### config.mk
export PLATFORM = sky130hd
export DESIGN_NAME = chan_regs
export DESIGN_NICKNAME = d
export VERILOG_FILES = /design/src/rtl/chan_regs.sv
export SDC_FILE = /design/constraint.sdc
export NUM_CORES = 1
export LEC_CHECK = 0
export ABC_CLOCK_PERIOD_IN_PS = 4720
export CORE_ASPECT_RATIO = 0.75
export CORE_MARGIN = 2
export CORE_UTILIZATION = 30
export CTS_CLUSTER_DIAMETER = 60
export DETAILED_ROUTE_END_ITERATION = 10
export DONT_BUFFER_PORTS = 1
export PLACE_DENSITY = 0.5
export SLEW_MARGIN = 5
export SYNTH_ARGS = -nofsm -noshare
export SYNTH_HDL_FRONTEND = slang
export SYNTH_SLANG_ARGS = --single-unit
### constraint.sdc
create_clock -name clk -period 4.72 [get_ports clk]
set_clock_uncertainty 0.1 [all_clocks]
set_input_delay 0.236 -clock clk [delete_from_list [all_inputs] [get_ports clk]]
set_output_delay 0.236 -clock clk [all_outputs]
set_load 0.03 [all_outputs]
### src/rtl/chan_regs.sv
// Register-mapped bridge between the CPU register bus and NCHAN byte-stream channels.
// Optional RX-level interrupt logic is built when CHAN_REGS_IRQ_EN is defined.
module chan_regs #(
  parameter int unsigned NCHAN = 2,
  parameter int unsigned DEPTH = 16
) (
  input  logic                 clk,
  input  logic                 rst,
  input  logic                 reg_req,
  input  logic                 reg_wr,
  input  logic [7:0]           reg_addr,
  input  logic [31:0]          reg_wdata,
  output logic                 reg_ack,
  output logic [31:0]          reg_rdata,
  output logic [NCHAN-1:0]     tx_valid,
  output logic [8*NCHAN-1:0]   tx_data,
  input  logic [NCHAN-1:0]     tx_ready,
  input  logic [NCHAN-1:0]     rx_valid,
  input  logic [8*NCHAN-1:0]   rx_data,
  output logic [NCHAN-1:0]     rx_ready,
  output logic [15:0]          mouse_x,
  output logic [15:0]          mouse_y,
  output logic                 irq
);

  localparam int unsigned AW = $clog2(DEPTH);
  localparam int unsigned PW = AW + 1;

  typedef logic [PW-1:0] ptr_t;

  // Pointers carry one extra wrap bit so full and empty are distinguishable.
  ptr_t       tx_wptr_q [NCHAN];
  ptr_t       tx_rptr_q [NCHAN];
  ptr_t       rx_wptr_q [NCHAN];
  ptr_t       rx_rptr_q [NCHAN];
  logic [7:0] tx_mem    [NCHAN][DEPTH];
  logic [7:0] rx_mem    [NCHAN][DEPTH];
  ptr_t       tx_cnt    [NCHAN];
  ptr_t       rx_cnt    [NCHAN];

  logic [NCHAN-1:0] tx_ovf_q;
  logic [15:0]      mouse_x_q, mouse_y_q;
  logic             ack_q;
  logic [31:0]      rdata_q, rdata_d;

  logic [NCHAN-1:0] tx_full, rx_full, rx_ne;
  logic [NCHAN-1:0] tx_push, tx_pop, rx_push, rx_pop;
  logic [NCHAN-1:0] ovf_set, ovf_clr;
  logic [3:0]       reg_chan, reg_off;

`ifdef CHAN_REGS_IRQ_EN
  logic [NCHAN-1:0] en_q, en_wr;
  logic             irq_q;
`endif

  assign reg_chan = reg_addr[7:4];
  assign reg_off  = reg_addr[3:0];

  always_comb begin
    rdata_d  = '0;
    tx_full  = '0;
    rx_full  = '0;
    rx_ne    = '0;
    tx_valid = '0;
    tx_data  = '0;
    rx_ready = '0;
    tx_push  = '0;
    tx_pop   = '0;
    rx_push  = '0;
    rx_pop   = '0;
    ovf_set  = '0;
    ovf_clr  = '0;
`ifdef CHAN_REGS_IRQ_EN
    en_wr    = '0;
`endif
    for (int c = 0; c < NCHAN; c++) begin
      tx_cnt[c]       = tx_wptr_q[c] - tx_rptr_q[c];
      rx_cnt[c]       = rx_wptr_q[c] - rx_rptr_q[c];
      tx_full[c]      = (tx_cnt[c] == ptr_t'(DEPTH));
      rx_full[c]      = (rx_cnt[c] == ptr_t'(DEPTH));
      rx_ne[c]        = (rx_cnt[c] != '0);
      tx_valid[c]     = (tx_cnt[c] != '0);
      tx_data[8*c+:8] = tx_mem[c][tx_rptr_q[c][AW-1:0]];
      rx_ready[c]     = ~rx_full[c];
      tx_pop[c]       = tx_valid[c] & tx_ready[c];
      rx_push[c]      = rx_valid[c] & ~rx_full[c];

      if (reg_req && reg_chan == 4'(c)) begin
        if (reg_wr) begin
          if (reg_off == 4'h0) begin
            // A same-cycle TX pop frees a slot, so a full FIFO still accepts the byte.
            if (!tx_full[c] || tx_pop[c]) tx_push[c] = 1'b1;
            else                          ovf_set[c] = 1'b1;
          end
`ifdef CHAN_REGS_IRQ_EN
          if (reg_off == 4'h8) en_wr[c] = 1'b1;
`endif
        end else begin
          case (reg_off)
            4'h0: begin
              rdata_d   = {~rx_ne[c], 23'b0,
                           rx_ne[c] ? rx_mem[c][rx_rptr_q[c][AW-1:0]] : 8'h00};
              rx_pop[c] = rx_ne[c];
            end
            4'h4: begin
              rdata_d    = {8'b0, 8'(rx_cnt[c]), 8'(tx_cnt[c]),
                            5'b0, tx_ovf_q[c], rx_ne[c], tx_full[c]};
              ovf_clr[c] = 1'b1;
            end
`ifdef CHAN_REGS_IRQ_EN
            4'h8: rdata_d = {31'b0, en_q[c]};
`endif
            default: ;
          endcase
        end
      end
    end

    if (reg_req && !reg_wr) begin
      if (reg_addr == 8'hF0) rdata_d = {mouse_y_q, mouse_x_q};
`ifdef CHAN_REGS_IRQ_EN
      if (reg_addr == 8'hF4) rdata_d = 32'(rx_ne & en_q);
`endif
    end
  end

  always_ff @(posedge clk) begin
    if (rst) begin
      for (int c = 0; c < NCHAN; c++) begin
        tx_wptr_q[c] <= '0;
        tx_rptr_q[c] <= '0;
        rx_wptr_q[c] <= '0;
        rx_rptr_q[c] <= '0;
      end
      tx_ovf_q  <= '0;
      mouse_x_q <= '0;
      mouse_y_q <= '0;
      ack_q     <= 1'b0;
      rdata_q   <= '0;
    end else begin
      for (int c = 0; c < NCHAN; c++) begin
        if (tx_push[c]) tx_wptr_q[c] <= tx_wptr_q[c] + 1'b1;
        if (tx_pop[c])  tx_rptr_q[c] <= tx_rptr_q[c] + 1'b1;
        if (rx_push[c]) rx_wptr_q[c] <= rx_wptr_q[c] + 1'b1;
        if (rx_pop[c])  rx_rptr_q[c] <= rx_rptr_q[c] + 1'b1;
      end
      // A new overflow takes priority over the read-to-clear.
      tx_ovf_q <= (tx_ovf_q & ~ovf_clr) | ovf_set;
      ack_q    <= reg_req;
      if (reg_req && !reg_wr) rdata_q <= rdata_d;
      if (reg_req && reg_wr && reg_addr == 8'hF0) begin
        mouse_x_q <= reg_wdata[15:0];
        mouse_y_q <= reg_wdata[31:16];
      end
    end
  end

  always_ff @(posedge clk) begin
    for (int c = 0; c < NCHAN; c++) begin
      if (tx_push[c]) tx_mem[c][tx_wptr_q[c][AW-1:0]] <= reg_wdata[7:0];
      if (rx_push[c]) rx_mem[c][rx_wptr_q[c][AW-1:0]] <= rx_data[8*c+:8];
    end
  end

`ifdef CHAN_REGS_IRQ_EN
  always_ff @(posedge clk) begin
    if (rst) begin
      en_q  <= '0;
      irq_q <= 1'b0;
    end else begin
      for (int c = 0; c < NCHAN; c++) begin
        if (en_wr[c]) en_q[c] <= reg_wdata[0];
      end
      irq_q <= |(rx_ne & en_q);
    end
  end

  assign irq = irq_q;
`else
  assign irq = 1'b0;
`endif

  assign reg_ack   = ack_q;
  assign reg_rdata = rdata_q;
  assign mouse_x   = mouse_x_q;
  assign mouse_y   = mouse_y_q;

endmodule
==> reports/metrics.cfg <==
[status]
outcome=completed

[logic_synthesis]
synthSimpleGateAreaFrac_pct=7.21
synthArstFlopShare_pct=0
yosysWarnings=0
syn_area_per_cell_um2=17.2
netlist_top_cells_area=edfxtp_1, mux4_2, dfxtp_1
syn_nets=1589
synth-edff-count=552
yosysMostFrequentCell=edfxtp_1
yosys_register_bits=619
synthXorXnorAreaFrac_pct=1.37
synth-compound-area-share_pct=3.53
synth.largest_area_cell=edfxtp_1
synth_top_area_share_pct=64.9
netlist_area_um2=25600
netlist_instances=1485
synth_cell_types=69
synth_top_family_by_area=multiplexers
synthAdderAreaFrac_pct=2.08
synth_mux_area_share_pct=13.7
yosys-top-cells-count=edfxtp_1, mux4_2, nand2_1
synth_flop_cell=edfxtp_1
yosysSeqAreaShare_pct=70.1

[route]
vias=13800
ant_nets=0
dr.pass1.iters=8
wl_mm=67.3
drc=0
routedWlPerCell_um=24.2
drt_iter0_drc=1291
vias_per_cell=4.97

[cts]
insertion_delay_ps=620
cts_buffer_depth=3
root_buffer=clkbuf_16
cts.clk_slew.worst_paths_ps=60
ctsHoldBuffers=81
h-tree-depth=3
post-cts-setup-buffers=0
cts_resized=0
cts.sinks=619
cts_made_buffers=70
cts_tree=built

[min_path]
min-delay-start=reg_addr[2]
min_path_cells=4
hp-class=in -> reg
holdPathEnd=tx_ovf_q[1]

[critical_path]
cp_max_fo=18
crit_type=in -> reg
slowest_delay_ps=830
required_ps=5170
critPathBufInv=4
cp-start-kind=input pin
arrival_ps=4250
cp_top_family=buffers and inverters
path_cells=dlygate4sd3_1 > nand4_1 > dlygate4sd3_1 > nor2_4 > and3_1 > nand2_1 > dlygate4sd3_1 > a21oi_1 > dlygate4sd3_1
crit_slowest_cell=dlygate4sd3_1
r2r_setup_slack_ps=1070
rr_startpoint=tx_wptr_q[0][5]
path_common_cell=dlygate4sd3_1
end_kind=flip-flop
worstReg2RegEnd=tx_mem[0][133]
reg2reg_depth=10

[floorplanning]
core_area_um2=84300
dieArea_um2=87600
dieHeight_um=257
start_util_pct=30.3
io_pins=150
fp-row-count=92
die_x_um=341

[grt]
grt_overflow=0
grt_use_total_pct=15.2
antenna_found_initial=9
grt_pass1_wl_mm=97.6
grt_max_degree=72
grt_pass1_vias=14000

[cells_and_area]
layout.nets=1696
syn2layout_area_growth_pct=18.2
final_layout_size_suffix_gt1_share_pct=20.0

[place]
gp_congestion=0.842
numPortBuffers=0
dpl.hpwl_mm=44.2

[timing]
hold_violations=0
period_share_pct=80.5
grt_setup_unrepaired=no
max_slew.worst_pin.slew_ps=972
drv_slew=0
period_needed_ps=3800
fmax_mhz=263
setup-violations-final=0
maxSlewHeadroom_pct=35.1
tns_ps=0

[flow_run]
cap_violations=0

[pwr]
finalPower_mw=12.9
p_leak_nw=9.69
vdd_drop_max_mv=0.230
pwr_density_cell_nw_per_um2=429

## worst max path at each step
stage | to | start | slack, ps | cells after the start
6_report | mouse_y[13] | reg_addr[4] | 920 | 9
4_1_cts | mouse_x[2] | reg_addr[4] | 970 | 9
5_1_grt | mouse_y[13] | reg_addr[4] | 720 | 9
3_3_place_gp | tx_mem[0][195] | tx_wptr_q[0][5] | 1110 | 11
3_5_place_dp | tx_mem[0][132] | tx_wptr_q[0][5] | 1050 | 10
2_1_floorplan | rx_mem[0][248] | rx_rptr_q[0][6] | 860 | 10
## sequential cells by signal (all words and copies together) (netlist names)
register   cells
tx_wptr_q     10
mouse_y       16
rx_rptr_q     10
tx_rptr_q     10
mouse_x       16
reg_ack        1
rx_mem       256
reg_rdata     32
tx_mem       256
rx_wptr_q     10
tx_ovf_q       2
## through the flow
stage          util (%)  worst slack, ps  hold slack (ps)  cell area, um^2  cells
2_1_floorplan         -              855              235            25600   1485
3_3_place_gp       31.9             1110              236            26900   2567
3_5_place_dp       31.9             1050              235            26900   2567
4_1_cts            35.8              965            0.759            30200   2776
5_1_grt            35.8              719             37.2            30200   2780
6_report           35.9              919             27.7            30200   2782
## routing by layer
layer / part of all wire [%] / track usage, % / vias up
li1: - / - / 6066
met1: 47 / 22.6 / 7199
met2: 42 / 21.4 / 468
met3: 7.9 / 4.66 / 99
met4: 2.2 / 4.12 / 6
met5: 0.068 / 0 / -
## kinds of logic (layout without fill, tap and decap cells)
kind of cell	after synthesis	in the layout
flops	619	619
simple gates	372	372
mux	160	160
compound gates	135	135
buf+inv	118	281
fa+ha+maj	40	40
xor+xnor	40	40
other cells	1	7
## layout make-up
class                      count  area [um^2]
clock inverter                41          484
sequential                   619        17900
fill                        7863        54100
clock buffer                  87         1900
inverter                      35          131
tap                         1128         1410
antenna                        6         15.0
multi-input combinational    748         7160
timing repair buffer         118         1190
## where the power goes
group          switching (mW)  internal (mW)
clock network            2.34           3.21
logic                   0.752          0.478
registers              0.0866           6.07
total                    3.18           9.76
## cell usage in the layout (no fill, tap or decap), types with 31 or more instances in the layout
cell type,instances
nand3_1,32
nor2_1,79
clkbuf_16,73
ha_1,36
edfxtp_1,552
nand2_1,119
dlygate4sd3_1,72
a21oi_1,66
mux4_2,151
buf_4,37
inv_1,31
and3_1,36
dfxtp_1,67
## worst reg2reg max path, stage by stage (launching register included)
cell and delay (ps):
edfxtp_1 450, inv_1 140, ha_1 170, inv_1 60
fa_1 400, a21o_1 170, a21oi_1 240, xor2_1 350
o41a_1 320, nand3_1 190, nor2_1 670
Power figures use the tool's default switching activity.
